**src/rtl/fft_pkg.sv**
```systemverilog
// rtl/fft_pkg.sv - shared constants, helpers and state encoding for the streaming 64-point FFT
package fft_pkg;

  localparam int SAMPLE_W = 17;
  localparam int FFT_N    = 64;

  function automatic int f_log2(input int n);
    int r;
    for (r = 0; (1 << r) < n; r++) begin
    end
    return r;
  endfunction

  localparam int N_STAGES = f_log2(FFT_N);

  // Stage s spans FFT_N >> s points, so its feedback delay is half of that.
  function automatic int f_stage_depth(input int s);
    return FFT_N >> (s + 1);
  endfunction

  typedef enum logic [1:0] {
    ST_IDLE  = 2'd0,
    ST_RUN   = 2'd1,
    ST_DRAIN = 2'd2
  } state_e;

endpackage

```
**src/rtl/bf2.sv**
```systemverilog
// rtl/bf2.sv - radix-2 butterfly: a+b and a-b, keeping the sign bit and dropping bit WIDTH-1 of the WIDTH+1 result
module bf2 #(
  parameter int WIDTH = 17
) (
  input  logic [WIDTH-1:0] i_a_re,
  input  logic [WIDTH-1:0] i_a_im,
  input  logic [WIDTH-1:0] i_b_re,
  input  logic [WIDTH-1:0] i_b_im,
  output logic [WIDTH-1:0] o_sum_re,
  output logic [WIDTH-1:0] o_sum_im,
  output logic [WIDTH-1:0] o_diff_re,
  output logic [WIDTH-1:0] o_diff_im
);

  // Low bits are added directly; the top result bit is rebuilt from the carry
  // out of the sign position, so the discarded bit is never formed.
  function automatic logic [WIDTH-1:0] f_addsub(input logic [WIDTH-1:0] a,
                                                input logic [WIDTH-1:0] b,
                                                input logic sub);
    logic [WIDTH-1:0] bb;
    logic [WIDTH-1:0] lo;
    logic             c;
    logic             co;
    bb = sub ? ~b : b;
    lo = {1'b0, a[WIDTH-2:0]} + {1'b0, bb[WIDTH-2:0]} + WIDTH'(sub);
    c  = lo[WIDTH-1];
    co = (a[WIDTH-1] & bb[WIDTH-1]) | (c & (a[WIDTH-1] ^ bb[WIDTH-1]));
    return {co ^ a[WIDTH-1] ^ bb[WIDTH-1], lo[WIDTH-2:0]};
  endfunction

  assign o_sum_re  = f_addsub(i_a_re, i_b_re, 1'b0);
  assign o_sum_im  = f_addsub(i_a_im, i_b_im, 1'b0);
  assign o_diff_re = f_addsub(i_a_re, i_b_re, 1'b1);
  assign o_diff_im = f_addsub(i_a_im, i_b_im, 1'b1);

endmodule

```
**src/rtl/sdf_delay_line.sv**
```systemverilog
// rtl/sdf_delay_line.sv - enable-gated shift register; head is the word written DEPTH enables ago
module sdf_delay_line #(
  parameter int W     = 34,
  parameter int DEPTH = 32
) (
  input  logic         clk,
  input  logic         i_en,
  input  logic [W-1:0] i_data,
  output logic [W-1:0] o_head
);

  logic [W-1:0] r_sr [DEPTH];

  always_ff @(posedge clk) begin
    if (i_en) begin
      r_sr[0] <= i_data;
      for (int i = 1; i < DEPTH; i++) begin
        r_sr[i] <= r_sr[i-1];
      end
    end
  end

  assign o_head = r_sr[DEPTH-1];

endmodule

```
**src/rtl/bf2_sdf_stage.sv**
```systemverilog
// rtl/bf2_sdf_stage.sv - radix-2 single-path delay-feedback stage with self-draining final frame
module bf2_sdf_stage
  import fft_pkg::*;
#(
  parameter int WIDTH = SAMPLE_W,
  parameter int DEPTH = f_stage_depth(0),
  parameter int IDXW  = f_log2(FFT_N)
) (
  input  logic             clk,
  input  logic             rst_n,
  input  logic             in_valid,
  output logic             in_ready,
  input  logic             in_last,
  input  logic [WIDTH-1:0] in_re,
  input  logic [WIDTH-1:0] in_im,
  output logic             out_valid,
  output logic [WIDTH-1:0] out_re,
  output logic [WIDTH-1:0] out_im,
  output logic [IDXW-1:0]  out_idx,
  output logic             out_last,
  output logic             busy
);

  localparam logic [IDXW-1:0] L_D     = IDXW'(DEPTH);
  localparam logic [IDXW-1:0] L_DLAST = IDXW'(DEPTH - 1);
  localparam logic [IDXW-1:0] L_WRAP  = IDXW'(2 * DEPTH - 1);

  state_e            r_state;
  state_e            w_next;
  logic [IDXW-1:0]   r_cnt;
  logic              r_primed;
  logic              w_accept;
  logic              w_phase_a;
  logic              w_wrap;
  logic              w_drain;
  logic              w_drain_end;
  logic [WIDTH-1:0]  w_head_re;
  logic [WIDTH-1:0]  w_head_im;
  logic [WIDTH-1:0]  w_sum_re;
  logic [WIDTH-1:0]  w_sum_im;
  logic [WIDTH-1:0]  w_diff_re;
  logic [WIDTH-1:0]  w_diff_im;
  logic [2*WIDTH-1:0] w_dl_in;

  assign w_accept    = in_valid & in_ready;
  assign w_phase_a   = r_cnt < L_D;
  assign w_wrap      = r_cnt == L_WRAP;
  assign w_drain     = r_state == ST_DRAIN;
  assign w_drain_end = w_drain && (r_cnt == L_DLAST);

  bf2 #(.WIDTH(WIDTH)) u_bf2 (
    .i_a_re    (w_head_re),
    .i_a_im    (w_head_im),
    .i_b_re    (in_re),
    .i_b_im    (in_im),
    .o_sum_re  (w_sum_re),
    .o_sum_im  (w_sum_im),
    .o_diff_re (w_diff_re),
    .o_diff_im (w_diff_im)
  );

  // Phase A stores raw input; phase B stores the difference. Drain only shifts.
  assign w_dl_in = w_phase_a ? {in_re, in_im} : {w_diff_re, w_diff_im};

  sdf_delay_line #(.W(2 * WIDTH), .DEPTH(DEPTH)) u_dl (
    .clk    (clk),
    .i_en   (w_accept | w_drain),
    .i_data (w_dl_in),
    .o_head ({w_head_re, w_head_im})
  );

  always_ff @(posedge clk or negedge rst_n) begin
    if (!rst_n) r_state <= ST_IDLE;
    else        r_state <= w_next;
  end

  always_comb begin
    w_next = r_state;
    case (r_state)
      ST_IDLE:  if (w_accept) w_next = ST_RUN;
      ST_RUN:   if (w_accept && in_last && w_wrap) w_next = ST_DRAIN;
      ST_DRAIN: if (w_drain_end) w_next = ST_IDLE;
      default:  w_next = ST_IDLE;
    endcase
  end

  always_comb begin
    in_ready = 1'b1;
    busy     = 1'b0;
    if (r_state == ST_DRAIN) in_ready = 1'b0;
    if (r_state != ST_IDLE || r_primed) busy = 1'b1;
  end

  always_ff @(posedge clk or negedge rst_n) begin
    if (!rst_n) begin
      r_cnt     <= '0;
      r_primed  <= 1'b0;
      out_valid <= 1'b0;
      out_last  <= 1'b0;
      out_re    <= '0;
      out_im    <= '0;
      out_idx   <= '0;
    end else if (w_accept) begin
      out_last <= 1'b0;
      r_cnt    <= w_wrap ? '0 : r_cnt + 1'b1;
      if (w_phase_a) begin
        out_valid <= r_primed;
        out_re    <= w_head_re;
        out_im    <= w_head_im;
        out_idx   <= r_cnt + L_D;
      end else begin
        out_valid <= 1'b1;
        out_re    <= w_sum_re;
        out_im    <= w_sum_im;
        out_idx   <= r_cnt - L_D;
        if (w_wrap) r_primed <= 1'b1;
      end
    end else if (w_drain) begin
      out_valid <= 1'b1;
      out_re    <= w_head_re;
      out_im    <= w_head_im;
      out_idx   <= r_cnt + L_D;
      out_last  <= w_drain_end;
      r_cnt     <= w_drain_end ? '0 : r_cnt + 1'b1;
      if (w_drain_end) r_primed <= 1'b0;
    end else begin
      out_valid <= 1'b0;
      out_last  <= 1'b0;
    end
  end

endmodule

```
**config.mk**
```make
export PLATFORM = sky130hd
export DESIGN_NAME = bf2_sdf_stage
export DESIGN_NICKNAME = d
export VERILOG_FILES = /design/src/rtl/fft_pkg.sv /design/src/rtl/bf2.sv /design/src/rtl/sdf_delay_line.sv /design/src/rtl/bf2_sdf_stage.sv
export SDC_FILE = /design/constraint.sdc
export NUM_CORES = 1
export LEC_CHECK = 0
export BUFFER_PORTS_ARGS = -buffer_cell sky130_fd_sc_hd__buf_4
export CAP_MARGIN = 20
export CORE_AREA = 2 2 224 392
export CTS_CLUSTER_DIAMETER = 100
export DETAILED_ROUTE_END_ITERATION = 8
export DIE_AREA = 0 0 226 394
export SYNTH_ARGS = -nofsm -noshare
export SYNTH_HDL_FRONTEND = slang
export SYNTH_SLANG_ARGS = --single-unit
```
**constraint.sdc**
```tcl
create_clock -name clk -period 9.8 [get_ports clk]
set_clock_uncertainty 0.1 [all_clocks]
set_input_delay 1.96 -clock clk [delete_from_list [all_inputs] [get_ports clk]]
set_output_delay 1.96 -clock clk [all_outputs]
set_load 0.02 [all_outputs]
```
* After elaboration in Yosys (flattened, before gate mapping)
Memory sizes are Yosys's and may differ from the RTL's. Cells that the tools add are included.
Word-level totals: bits in latches 0, memories 1, flip-flop bits (word level) 51, ROM bits 0, output and inout port bits 44, logic and storage cells 98, input bits 38, bits in writable memories 1088
Memories:
- u_dl.r_sr | words 32, width 34, rd ports 32, clocked after Yosys merged registers in 0, write ports 32, RTL line sdf_delay_line.sv:12 | logic [W-1:0] r_sr [DEPTH];
Operators by class: shift operators 0, divide/modulo/power cells 0, reduce and logical (&&, ||, !) cells 10, muxes and demuxes 32, $mul 0, eq/ne operators 9, bitwise operators 28, $add $sub $neg 9, $lt $le $gt $ge 1
Operator list (number):
- 2-to-1 mux 17 bit | 6
- adder 16 x 16 -> 17 bit | 4
- 2-to-1 mux 6 bit | 7
- adder 17 x 1 -> 17 bit, second input constant | 2
- 2-to-1 mux 34 bit | 1
- NOT 17 bit | 2
- 2-to-1 mux 1 bit | 14
- XOR 1 bit | 12
- AND 1 bit | 9
- adder 6 x 1 -> 6 bit, second input constant | 1
- adder 6 bit, second input constant | 1
- equality test 6 x 5 -> 1 bit, second input constant | 1
- equality test 6 bit, second input constant | 1
- < comparator 6 bit, second input constant | 1
- 2-to-1 mux 2 bit | 3
- != test 2 bit, second input constant | 3
- case mux 2 bit (3 select lines) | 1
- nonzero test 2 bit | 3
- subtractor 6 bit, second input constant | 1
- OR 1 bit | 5
- != test 2 x 1 -> 1 bit, second input constant | 2
- AND reduction 4 bit | 1
- logical AND 1 bit | 3
- AND reduction 3 bit | 1
- 4 further kinds | 4

* Longest topological paths before layout
Gate-level depths: netlist of run 1.
word-level depth 8, gate-level depth with buffers 11, mapped depth without buffers 11

* Cells and area by module
A second synthesis of run 1 with hierarchy kept.
Unflattened totals: cell total of the unflattened synthesis 1878, area, all modules 39046.2 um^2
By module, submodules not included:
- sdf_delay_line | area an instance 32926.6 um^2, cells each 1122, instances 1, sequential area each 32671.3 um^2
- bf2 | area an instance 3477.1 um^2, cells each 488, instances 1, sequential area each 0.0 um^2
- bf2_sdf_stage | area an instance 2642.5 um^2, cells each 268, instances 1, sequential area each 1276.2 um^2

* Least setup slack after synthesis of run 1
OpenSTA, ideal clock, no wires.
path kind input to register, from input port in_valid, to register out_idx[5], library setup time 0.368 ns, path buffers 3, data required time 9.332 ns, path slack 1.648 ns, arrival 7.684 ns, cell stages on the path 6, cell sequence clkbuf_8 -> nor2_1 -> inv_1 -> clkbuf_8 -> buf_6 -> a21oi_1
Between the ends: longest elaborated chain between the ends 2, elaborated cells between the ends (all ways) 3, classes of those cells mux: 1; bitwise: 1; reduce/logical: 1
RTL lines:
- start: declaration | RTL line bf2_sdf_stage.sv:11 | input logic in_valid,
- AND 1 bit (*) | RTL line bf2_sdf_stage.sv:45 | assign w_accept = in_valid & in_ready;
- 2-to-1 mux 6 bit / nonzero test 2 bit (equally long branches)
- end signal: assignment | RTL line bf2_sdf_stage.sv:110 | out_idx <= r_cnt + L_D;
- end signal: assignment | RTL line bf2_sdf_stage.sv:115 | out_idx <= r_cnt - L_D;
- end signal: assignment | RTL line bf2_sdf_stage.sv:122 | out_idx <= r_cnt + L_D;
- end: declaration | RTL line bf2_sdf_stage.sv:19 | output logic [IDXW-1:0] out_idx,
Mark *: on every way between the ends. The rest lies on a longest branch, timed or not. A chain may end at the register's enable or synchronous reset.

* Worst setup path in the final report of run 1
from register r_state[1], to output port in_ready
Between the ends: longest elaborated chain between the ends 2
RTL lines:
- start: declaration | RTL line bf2_sdf_stage.sv:28 | state_e r_state;
- start signal: assignment | RTL line bf2_sdf_stage.sv:74 | else r_state <= w_next;
- equality test 2 bit | RTL line bf2_sdf_stage.sv:90 | if (r_state == ST_DRAIN) in_ready = 1'b0;
- 2-to-1 mux 1 bit | RTL line bf2_sdf_stage.sv:90
- end: declaration | RTL line bf2_sdf_stage.sv:12 | output logic in_ready,
Every way passes these cells.

==> results of run 1 <==
## state kept, by name, summed over array words and instances (netlist names)
| signal | flops |
|---|---|
| out_re | 17 |
| out_last | 1 |
| r_state | 2 |
| r_cnt | 6 |
| r_primed | 1 |
| out_valid | 1 |
| out_im | 17 |
| u_dl.r_sr | 1088 |
| out_idx | 6 |
## Yosys cell counts (all sizes together) (10+ instances only)
cell type	number	area share, %
xnor2	44	1.0
edfxtp	1088	85
clkbuf	26	0.36
buf	11	0.18
o21a	12	0.23
nor2	56	0.55
o21ai	49	0.64
nor3	24	0.31
ha	69	2.2
dfrtp	51	3.3
inv	69	0.67
o21bai	11	0.21
nor2b	13	0.21
nand2	50	0.49
a21oi	77	1.0
nand3	16	0.21
nand2b	10	0.16
o22ai	24	0.39
## metal layers
| layer | wire (um) | vias up | GRT usage [%] | part of all wire (%) |
|---|---|---|---|---|
| li1 | - | 7417 | - | - |
| met1 | 29600 | 8327 | 20.5 | 46 |
| met2 | 28100 | 390 | 20.8 | 44 |
| met3 | 4660 | 117 | 4.80 | 7.3 |
| met4 | 1480 | 14 | 4.84 | 2.3 |
| met5 | 92 | - | 0 | 0.14 |
## worst paths after layout
| kind | endpoint | slack, ns | start | cells after the start |
|---|---|---|---|---|
| worst min-delay path | u_dl.r_sr[1][429] | 0.31 | u_dl.r_sr[1][395] | 0 |
| min in group asynchronous | out_im[1] | 1.26 | rst_n | 1 |
| worst min register to register | u_dl.r_sr[1][429] | 0.31 | u_dl.r_sr[1][395] | 0 |
| max in group asynchronous | r_cnt[5] | 7.75 | rst_n | 1 |
| worst max-delay path | in_ready | 4.99 | r_state[1] | 3 |
| worst max register to register | u_dl.r_sr[0][476] | 5.41 | r_state[1] | 5 |
## placed cells by master (no fill, tap or decap), types with 5 or more instances in the layout
master | synthesis | layout
a31oi_1 | 7 | 7
nand4_1 | 8 | 8
clkinv_2 | 0 | 16
nand3_1 | 16 | 16
inv_1 | 69 | 68
xor2_1 | 6 | 6
nor2_1 | 55 | 54
bufinv_16 | 0 | 13
xnor2_1 | 44 | 44
clkinv_1 | 0 | 14
ha_1 | 69 | 69
nor2b_1 | 13 | 13
clkinvlp_4 | 0 | 8
o21a_1 | 12 | 12
or4_1 | 5 | 5
mux2i_1 | 8 | 8
nor3_1 | 24 | 24
clkbuf_1 | 22 | 16
a22oi_1 | 8 | 8
clkbuf_8 | 4 | 9
clkbuf_16 | 0 | 102
o21ai_0 | 45 | 45
a21o_1 | 8 | 8
o22ai_1 | 24 | 24
dfrtp_1 | 51 | 50
nand2_1 | 50 | 50
edfxtp_1 | 1088 | 1088
or3_1 | 7 | 7
o21bai_1 | 11 | 11
nand2b_1 | 10 | 10
o31ai_1 | 7 | 7
a21oi_1 | 75 | 75
buf_4 | 1 | 94
## layout make-up
class	count	area share, %
flip-flops and latches	1139	77.2
multi-input cells	579	9.11
well taps	1160	3.30
clock inverters	63	1.77
inverters	69	0.606
clock buffers	127	6.22
repair buffers	97	1.76
## worst register-to-register path: stages (launching register included)
cell and delay [ns]:
dfrtp_1 0.40, nor2b_1 0.75, nor2_2 0.17, inv_8 0.70, buf_12 0.81, buf_4 1.07
## logic make-up after synthesis
logic type | share of synthesized area (%)
xor+xnor | 1.14
flops | 88.4
compound gates | 3.88
buf+inv | 1.21
fa+ha+maj | 2.46
mux | 0.238
simple gates | 2.70
## power breakdown
| part | switching [mW] | internal (mW) | total [mW] |
|---|---|---|---|
| sequential | 0.173 | 5.79 | 5.96 |
| combinational | 0.470 | 0.242 | 0.712 |
| clock | 1.76 | 2.35 | 4.11 |
## metrics by stage
stage	hold slack, ns	util [%]	power (mW)	std cells
after CTS	0.309	51.0	10.9	3233
after global routing	0.315	51.1	11.2	3234
after detailed placement	0.305	47.0	6.77	3043
after global placement	0.301	47.0	6.76	3043
after floorplan	0.300	-	6.44	1824
final	0.309	51.1	10.8	3234
==> flow_metrics.py, run 1 <==
metrics = {
    "critical_path": {
        "path_max_fanout": 13,
        "cp-start-kind": "flip-flop",
        "end_kind": "output pin",
        "crit_path_max_incr_delay_ns": 0.75,
        "cp_cell_sequence": "nor2b_1, inv_1, buf_4",
        "crit_family": "buffers and inverters",
        "cp_num_buf_inv": 2,
        "required_ns": 7.74,
        "cp_slowest_cell": "nor2b_1",
        "path_class": "reg2out",
        "arrival_ns": 2.75,
    },
    "global_routing": {
        "antenna_found_initial": 7,
        "grt_use_total_pct": 14.4,
        "grt_max_degree": 216,
        "grt-ovfl-total": 0,
        "grt_pass1_wl_um": 96900,
        "grt_pass1_vias": 16300,
    },
    "clocking": {
        "htreeDepth": 3,
        "clk_latency_ns": 0.69,
        "cts_hold_buf": 0,
        "cts_buffer_depth": 3,
        "clk_pin_slew_ns": 0.06,
        "cts_root_buffer": "clkbuf_16",
        "post_cts_resize_count": 0,
        "postCtsSetupBuffers": 0,
        "cts_tree": "yes",
        "numCtsBuffers": 101,
        "cts.sinks": 1139,
    },
    "timing": {
        "hold_viol": 0,
        "maxSlewViolCount": 0,
        "post-route-period-util_pct": 49.1,
        "fmax_ghz": 0.208,
        "fin_ws_ns": 4.99,
        "tightest_slew_ns": 1.11,
        "rsz0062_at_grt": "false",
        "min_period_ns": 4.81,
        "setup_tns_ns": 0,
        "setup-violations-final": 0,
        "maxSlewHeadroom_pct": 26.1,
    },
    "synth": {
        "synth.net_count": 1935,
        "synth_edf_count": 1088,
        "synth_ff_type": "edfxtp_1",
        "synth.distinct_cells": 70,
        "ys_warn_count": 0,
        "syn_avg_cell_area_um2": 21.1,
        "synth_seq_area_share_pct": 88.4,
        "synth_cells": 1824,
        "synth_seq_cells": 1139,
        "syn_area_um2": 38400,
        "async_reset_ff_share_pct": 4.48,
    },
    "route": {
        "postRouteAntennaNets": 0,
        "drtIter0Drc": 1538,
        "dr.pass1.iters": 5,
        "routed_wl_um": 64000,
        "dr_total_vias": 16300,
        "routed_via_density": 5.03,
        "wl_per_cell_um": 19.8,
        "drc_errors": 0,
    },
    "finish": {
        "regArea_um2": 33900,
        "multi_input_area_um2": 4010,
        "fin_nets": 2098,
        "drive_gt1_share_pct": 13.3,
        "fin_area_um2": 44000,
        "synthToLayoutAreaGrowth_pct": 14.4,
        "fillers": 6759,
        "insertedDiodeCount": 0,
    },
    "floorplan": {
        "start_util_pct": 44.6,
        "ios": 82,
        "core_um2": 86100,
        "dieArea_um2": 89000,
        "die_h_um": 394,
        "num_rows": 143,
        "die_w_um": 226,
    },
    "power_and_ir_drop": {
        "powerDensity_nw_per_um2": 245,
        "p_leak_nw": 15.4,
        "worst_ir_drop_vdd_v": 0.000167,
    },
    "job": {
        "maxCapViolations": 0,
    },
    "worst_hold_path": {
        "hold_path.class": "reg2reg",
    },
    "placement": {
        "hpwl_um": 35800,
        "placed_cell_area_um2": 40400,
        "pre_cts_slack_ns": 4.25,
        "port_buffers": 81,
        "gp_congestion": 0.833,
    },
    "run_status": {
        "status": "finished, final reports clean",
    },
}
Power figures use the tool's default switching activity.
==> run 2: changes to the inputs <==
--- a/config.mk
+++ b/config.mk
@@ -5,12 +5,13 @@
 export SDC_FILE = /design/constraint.sdc
 export NUM_CORES = 1
 export LEC_CHECK = 0
+export ABC_AREA = 1
 export BUFFER_PORTS_ARGS = -buffer_cell sky130_fd_sc_hd__buf_4
 export CAP_MARGIN = 20
-export CORE_AREA = 2 2 224 392
+export CORE_AREA = 2 2 225 393
 export CTS_CLUSTER_DIAMETER = 100
 export DETAILED_ROUTE_END_ITERATION = 8
-export DIE_AREA = 0 0 226 394
+export DIE_AREA = 0 0 227 395
 export SYNTH_ARGS = -nofsm -noshare
 export SYNTH_HDL_FRONTEND = slang
 export SYNTH_SLANG_ARGS = --single-unit
==> constraint.sdc (replaced) <==
create_clock -name clk -period 4.4 [get_ports clk]
set_clock_uncertainty 0.1 [all_clocks]
set_input_delay 0.88 -clock clk [delete_from_list [all_inputs] [get_ports clk]]
set_output_delay 0.88 -clock clk [all_outputs]
set_load 0.02 [all_outputs]
==> run 2 against run 1 <==
Against the previous run:
- global-route usage grew 0.54 points
- power grew to 3.0 times the previous value
- synthesized area grew 0.65%
- cell count increased by 6.6%
- combinational power rose to 6.5 times the previous value
- synthesized cell count grew 11%
- non-clock buffer count is 14 higher
- worst setup slack worse by 3.6 ns
- sequential share of layout area fell by 0.39 points
==> flow_metrics.py, run 2 <==
metrics = {
    "run_status": {
        "status": "finished, final reports clean",
    },
    "route": {
        "routed_via_density": 4.93,
        "routed_wl_um": 66600,
        "drc_errors": 0,
        "postRouteAntennaNets": 0,
        "dr.pass1.iters": 5,
        "wl_per_cell_um": 19.3,
        "dr_total_vias": 17000,
        "drtIter0Drc": 1443,
    },
    "power_and_ir_drop": {
        "clockPowerShare_pct": 26.5,
        "power.internal_mw": 23.4,
        "powerDensity_nw_per_um2": 724,
        "p_comb_share_pct": 14.5,
        "seq_power_share_pct": 59.0,
        "p_leak_nw": 16.2,
        "worst_ir_drop_vdd_v": 0.000309,
        "swShare_pct": 26.9,
        "p_switching_mw": 8.60,
    },
    "finish": {
        "largestRegisters": "u_dl.r_sr x1088, out_im x17, out_re x17",
        "fillers": 7008,
        "largest_reg_flops": 1088,
        "layout_commonest_cell": "edfxtp_1",
        "fin_cells": 3448,
        "layout_common_cells": "1088 x edfxtp_1, 238 x nand2_1, 123 x inv_1, 99 x clkbuf_16, 94 x buf_4",
        "synthToLayoutAreaGrowth_pct": 14.3,
        "drive_gt1_share_pct": 12.3,
        "top_register": "u_dl.r_sr",
        "fin_nets": 2313,
    },
    "synth": {
        "synth_simple_gate_area_share_pct": 4.58,
        "synthTopCellsByCount": "1088 x edfxtp_1, 238 x nand2_1, 123 x inv_1",
        "synth_ff_type": "edfxtp_1",
        "synth_fa_ha_area_share_pct": 2.44,
        "synth_seq_area_share_pct": 87.8,
        "synth_top_family_by_area": "simple AND/OR/NAND/NOR gates",
        "syn_avg_cell_area_um2": 19.1,
        "synth_xor_area_share_pct": 0.430,
        "syn_area_um2": 38700,
        "synth.net_count": 2138,
        "synth.distinct_cells": 43,
        "synth_top_area_cell": "edfxtp_1",
        "synthMuxAreaShare_pct": 0.0259,
        "ys_warn_count": 0,
        "synth_seq_cells": 1139,
        "async_reset_ff_share_pct": 4.48,
        "yosysTopAreaCellShare_pct": 84.5,
        "synth_cells": 2027,
        "synth.area.top_cells": "edfxtp_1 84%, dfrtp_1 3.3%, nand2_1 2.3%, ha_1 2.2%, inv_1 1.2%",
        "synth_edf_count": 1088,
        "yosysMostFrequentCell": "edfxtp_1",
        "synth_compound_area_share_pct": 3.03,
    },
    "global_routing": {
        "grt-ovfl-total": 0,
        "grt_pass1_wl_um": 101000,
        "grt_pass1_vias": 17000,
        "antenna_found_initial": 8,
        "grt_use_total_pct": 14.9,
        "grt_max_degree": 90,
    },
    "timing": {
        "maxSlewHeadroom_pct": 40.3,
        "setup-violations-final": 0,
        "fmax_ghz": 0.334,
        "rsz0062_at_grt": "false",
        "hold_viol": 0,
        "min_period_ns": 2.99,
        "maxSlewViolCount": 0,
        "post-route-period-util_pct": 68.0,
        "setup_tns_ns": 0,
        "tightest_slew_ns": 0.896,
    },
    "placement": {
        "dp_cells": 3263,
        "hpwl_um": 39300,
        "port_buffers": 81,
        "gp_congestion": 0.806,
    },
    "clocking": {
        "cts_buffer_depth": 3,
        "numCtsBuffers": 97,
        "postCtsSetupBuffers": 0,
        "cts_root_buffer": "clkbuf_16",
        "htreeDepth": 3,
        "cts.sinks": 1139,
        "cts_tree": "yes",
        "clk_latency_ns": 0.68,
        "post_cts_resize_count": 0,
        "clk_pin_slew_ns": 0.07,
        "cts_hold_buf": 0,
    },
    "floorplan": {
        "die_h_um": 395,
        "start_util_pct": 44.6,
        "core_um2": 86600,
        "ios": 82,
        "num_rows": 143,
        "die_w_um": 227,
        "dieArea_um2": 89700,
    },
    "critical_path": {
        "cp_num_cells": 9,
        "required_ns": 4.83,
        "rr_startpoint": "r_cnt[5]",
        "arrival_ns": 3.42,
        "path_class": "reg2reg",
        "cp_num_buf_inv": 3,
        "endpoint": "r_cnt[1]",
        "cp_slowest_cell": "nor2_4",
        "crit_top_cell": "inv_2",
        "r2r_end": "r_cnt[1]",
        "rr_worst_depth": 9,
        "crit_family": "simple AND/OR/NAND/NOR gates",
        "cp_cell_sequence": "inv_2, nor2_8, inv_2, nor2_4, inv_2, nor3_2, nor2_1, nand3_1, o21ai_0",
        "end_kind": "flip-flop",
        "path_max_fanout": 36,
        "crit_start": "r_cnt[5]",
        "rrSetupSlack_ns": 1.41,
        "crit_path_max_incr_delay_ns": 0.44,
        "cp-start-kind": "flip-flop",
    },
    "job": {
        "maxCapViolations": 0,
    },
    "worst_hold_path": {
        "hold_path.class": "in2async",
    },
}
==> run 2: cell count changes in the layout (fill, tap and decap cells not counted), moves of 13 or more <==
cell	change
nor2_1	+29
buf_12	+15
nand3_1	+53
xnor2_1	-43
o21ai_0	+33
nor2b_1	-13
nand2_1	+188
nor3_1	-16
inv_1	+55
==> run 2: routing by layer <==
metal / vias to the layer above / global-route usage (%) / part of all wire (%)
met5: - / 0 / 0.075
met2: 319 / 22.5 / 45
li1: 7892 / - / -
met1: 8657 / 20.7 / 46
met3: 115 / 3.66 / 5.2
met4: 8 / 6.30 / 3.0
==> run 2: cells by family after synthesis <==
| logic type | count (synthesis) |
|---|---|
| flops | 1139 |
| xor+xnor | 19 |
| fa+ha+maj | 73 |
| simple gates | 422 |
| buf+inv | 163 |
| mux | 1 |
| compound gates | 210 |
==> run 2: worst min path at each step <==
stage / from / to / slack, ns / cells after the start
5_1_grt: rst_n / out_im[0] / 0.19 / 1
3_3_place_gp: u_dl.r_sr[0][73] / u_dl.r_sr[0][107] / 0.30 / 0
2_1_floorplan: u_dl.r_sr[0][66] / u_dl.r_sr[0][100] / 0.30 / 0
3_5_place_dp: u_dl.r_sr[0][185] / u_dl.r_sr[0][219] / 0.30 / 0
6_report: rst_n / out_im[2] / 0.18 / 1
4_1_cts: rst_n / out_im[8] / 0.14 / 1
==> run 2: worst reg2reg max path, delay by kind of cell, from the launching register on <==
| kind | cells | cell delay [ns] |
|---|---|---|
| AO/OA/AOI/OAI | 1 | 0.09 |
| AND/OR/NAND/NOR | 5 | 1.36 |
| buffers and inverters | 3 | 0.93 |
| flip-flops | 1 | 0.36 |
==> run 2: power groups by stage <==
stage	Combinational (mW)	Clock, mW	Sequential, mW
floorplan	2.70	0	18.8
global placement	4.64	0	19.0
detailed placement	4.73	0	19.0
CTS	4.73	8.79	19.0
global route	5.17	9.22	19.3
finish	4.64	8.47	18.9
==> run 2: cell type report <==
class	count	area, um^2	share of cell area (%)
clock buffer	115	2570	5.81
sequential	1139	33900	76.8
clock inverter	67	601	1.36
multi-input combinational	725	4070	9.22
inverter	128	488	1.10
timing repair buffer	111	1050	2.37
antenna	3	7.51	0.0170
tap	1160	1450	3.29
==> run 2: per-stage QoR <==
step / cell area (um^2) / power, mW / setup slack, ns / hold slack, ns / utilization (%)
final: 44200 / 32.0 / 1.41 / 0.177 / 51.0
after CTS: 44200 / 32.5 / 1.34 / 0.144 / 51.0
after global placement: 41000 / 23.6 / 1.07 / 0.302 / 47.4
after floorplan: 38700 / 21.5 / 0.0777 / 0.300 / -
after detailed placement: 41000 / 23.7 / 1.07 / 0.305 / 47.4
after global routing: 44200 / 33.6 / 1.16 / 0.194 / 51.0
==> run 3: changes to the inputs <==
==> constraint.sdc (replaced) <==
create_clock -name clk -period 2.4 [get_ports clk]
set_clock_uncertainty 0.1 [all_clocks]
set_input_delay 0.48 -clock clk [delete_from_list [all_inputs] [get_ports clk]]
set_output_delay 0.48 -clock clk [all_outputs]
set_load 0.02 [all_outputs]
==> run 3 against run 2 <==
Against the previous run:
- cell area rose by 4.6%
- power rose by 93%
- flip-flop and latch count did not move
- combinational power rose by 120%
- die area did not move
- clock power rose by 98%
- non-clock buffer count rose by 166
- critical path depth rose by 2
- register-to-register slack got worse by 1.3 ns
- worst hold slack got worse by 0.14 ns
- global-route usage barely moved
- critical endpoint is now u_dl.r_sr[0][24]
- largest cell class unchanged
==> flow_metrics.py, run 3 (synthesis gave the netlist of run 2 again) <==
metrics = {
    "timing": {
        "post-route-period-util_pct": 97.4,
        "maxSlewHeadroom_pct": 46.6,
        "fin_ws_ns": 0.0618,
        "fmax_ghz": 0.428,
        "maxSlewViolCount": 0,
        "tightest_slew_ns": 0.801,
        "min_period_ns": 2.34,
        "rsz0062_at_grt": "true",
        "setup-violations-final": 0,
        "hold_viol": 0,
    },
    "critical_path": {
        "r2r_end": "u_dl.r_sr[0][24]",
        "rr_worst_depth": 11,
        "required_ns": 2.74,
        "path_class": "reg2reg",
        "cp_num_buf_inv": 4,
        "cp_num_cells": 11,
        "crit_path_max_incr_delay_ns": 0.42,
        "cp-start-kind": "flip-flop",
        "path_max_fanout": 4,
        "arrival_ns": 2.68,
        "cp_slowest_cell": "edfxtp_1",
        "crit_start": "u_dl.r_sr[1][528]",
        "cp_cell_sequence": "buf_6, ha_4, nand3_4, nand2_2, a21oi_2, buf_4, o21ai_4, buf_6, xor2_1, o21ai_1, buf_4",
        "end_kind": "flip-flop",
        "crit_family": "buffers and inverters",
        "rr_startpoint": "u_dl.r_sr[1][528]",
        "rrSetupSlack_ns": 0.06,
    },
    "global_routing": {
        "antenna_found_initial": 5,
        "grt_pass1_wl_um": 102000,
        "grt-ovfl-total": 0,
        "grt_use_total_pct": 14.9,
        "grt_pass1_vias": 17600,
        "grt_max_degree": 163,
    },
    "route": {
        "dr_total_vias": 17700,
        "dr.pass1.iters": 5,
        "routed_wl_um": 67000,
        "routed_via_density": 4.89,
        "drc_errors": 0,
        "wl_per_cell_um": 18.5,
        "postRouteAntennaNets": 0,
        "drtIter0Drc": 1454,
    },
    "finish": {
        "largest_reg_flops": 1088,
        "largestRegisters": "u_dl.r_sr x1088, out_im x17, out_re x17",
        "multi_input_area_um2": 4500,
        "fillers": 6757,
        "layout_common_cells": "1088 x edfxtp_1, 249 x buf_4, 221 x nand2_1, 119 x inv_1, 98 x clkbuf_16",
        "drive_gt1_share_pct": 21.3,
        "fin_area_um2": 46200,
        "insertedDiodeCount": 0,
        "top_register": "u_dl.r_sr",
        "regArea_um2": 33900,
        "fin_cells": 3614,
        "fin_nets": 2480,
        "layout_commonest_cell": "edfxtp_1",
        "synthToLayoutAreaGrowth_pct": 19.5,
    },
    "placement": {
        "pre_cts_slack_ns": -0.450,
        "gp_congestion": 0.863,
        "hpwl_um": 39200,
        "placed_cell_area_um2": 42200,
        "dp_cells": 3413,
        "port_buffers": 81,
    },
    "floorplan": {
        "num_rows": 143,
        "start_util_pct": 44.6,
        "die_w_um": 227,
        "core_um2": 86600,
        "ios": 82,
        "dieArea_um2": 89700,
        "die_h_um": 395,
    },
    "worst_hold_path": {
        "holdPathStages": 3,
        "hold_path.class": "in2reg",
        "whs_endpoint": "u_dl.r_sr[0][31]",
        "min_from": "in_re[14]",
    },
    "run_status": {
        "status": "finished, final reports clean",
    },
    "clocking": {
        "cts_root_buffer": "clkbuf_16",
        "clk_pin_slew_ns": 0.07,
        "numCtsBuffers": 98,
        "htreeDepth": 3,
        "cts_buffer_depth": 3,
        "cts.sinks": 1139,
        "clk_latency_ns": 0.71,
        "cts_tree": "yes",
    },
    "power_and_ir_drop": {
        "worst_ir_drop_vdd_v": 0.000837,
        "powerDensity_nw_per_um2": 1330,
        "p_leak_nw": 17.1,
    },
    "job": {
        "maxCapViolations": 0,
    },
}
## run 3: cell types whose count changed in the layout (fill, tap and decap cells not counted), moves of 9 or more
cell	change
nand3_2	+9
nand2_1	-17
nand2_2	+14
buf_4	+155
o21ai_0	-10
nand3_1	-12
ha_1	-19
a21oi_2	+10
ha_4	+12
a21oi_1	-10
bufinv_16	+9
## run 3: layout make-up
| type | instances | area share, % |
|---|---|---|
| flip-flops and latches | 1139 | 73.4 |
| multi-input cells | 725 | 9.73 |
| clock buffers | 124 | 5.62 |
| repair buffers | 277 | 5.07 |
| well taps | 1160 | 3.14 |
| clock inverters | 61 | 1.92 |
| inverters | 128 | 1.07 |
## run 3: report_power, final
part           leakage, nW  total, mW  switching, mW  internal, mW
combinational         4.01       10.2           6.52          3.64
clock                 1.68       16.8           7.20          9.58
sequential            11.4       34.7           2.72          32.0
## run 3: routing by layer
metal,up-vias,track usage (%),share of wire (%)
met5,-,0,0.054
met4,6,6.54,3.3
met3,128,2.79,4.6
met2,407,22.4,45
met1,8899,21.4,47
li1,8228,-,-
## run 3: worst register-to-register path: stages (launching register included)
cell and delay, ns:
edfxtp_1 0.42, buf_6 0.16, ha_4 0.28, nand3_4 0.08
nand2_2 0.08, a21oi_2 0.06, buf_4 0.15, o21ai_4 0.25
buf_6 0.14, xor2_1 0.13, o21ai_1 0.08, buf_4 0.15
## run 3: worst max-delay path by stage
stage | end | slack (ns)
2_1_floorplan | u_dl.r_sr[0][0] | -1.56
3_3_place_gp | u_dl.r_sr[0][31] | -0.45
3_5_place_dp | u_dl.r_sr[0][31] | -0.45
4_1_cts | u_dl.r_sr[0][24] | -0.05
5_1_grt | out_re[16] | -0.03
6_report | u_dl.r_sr[0][24] | 0.06
## run 3: timing repair
action / 4_1_cts / 5_1_grt
endpoints found under the setup margin: 18 / 32
buffers inserted: 2 / 8
pin swaps: 5 / 17
resized for setup: 19 / 88
hold endpoints to repair: 56 / 0
hold buffers: 6 / 0
## run 3: per-stage QoR
step | hold slack (ns) | utilization [%] | power, mW | setup TNS (ns)
2_1_floorplan | 0.0844 | - | 39.4 | -1712.54
3_3_place_gp | 0.302 | 48.7 | 44.4 | -6.56
3_5_place_dp | 0.305 | 48.7 | 44.5 | -8.13
4_1_cts | 0.00747 | 52.9 | 62.0 | -0.0525
5_1_grt | 0.0448 | 53.4 | 64.7 | -0.0986
6_report | 0.0420 | 53.4 | 61.7 | 0
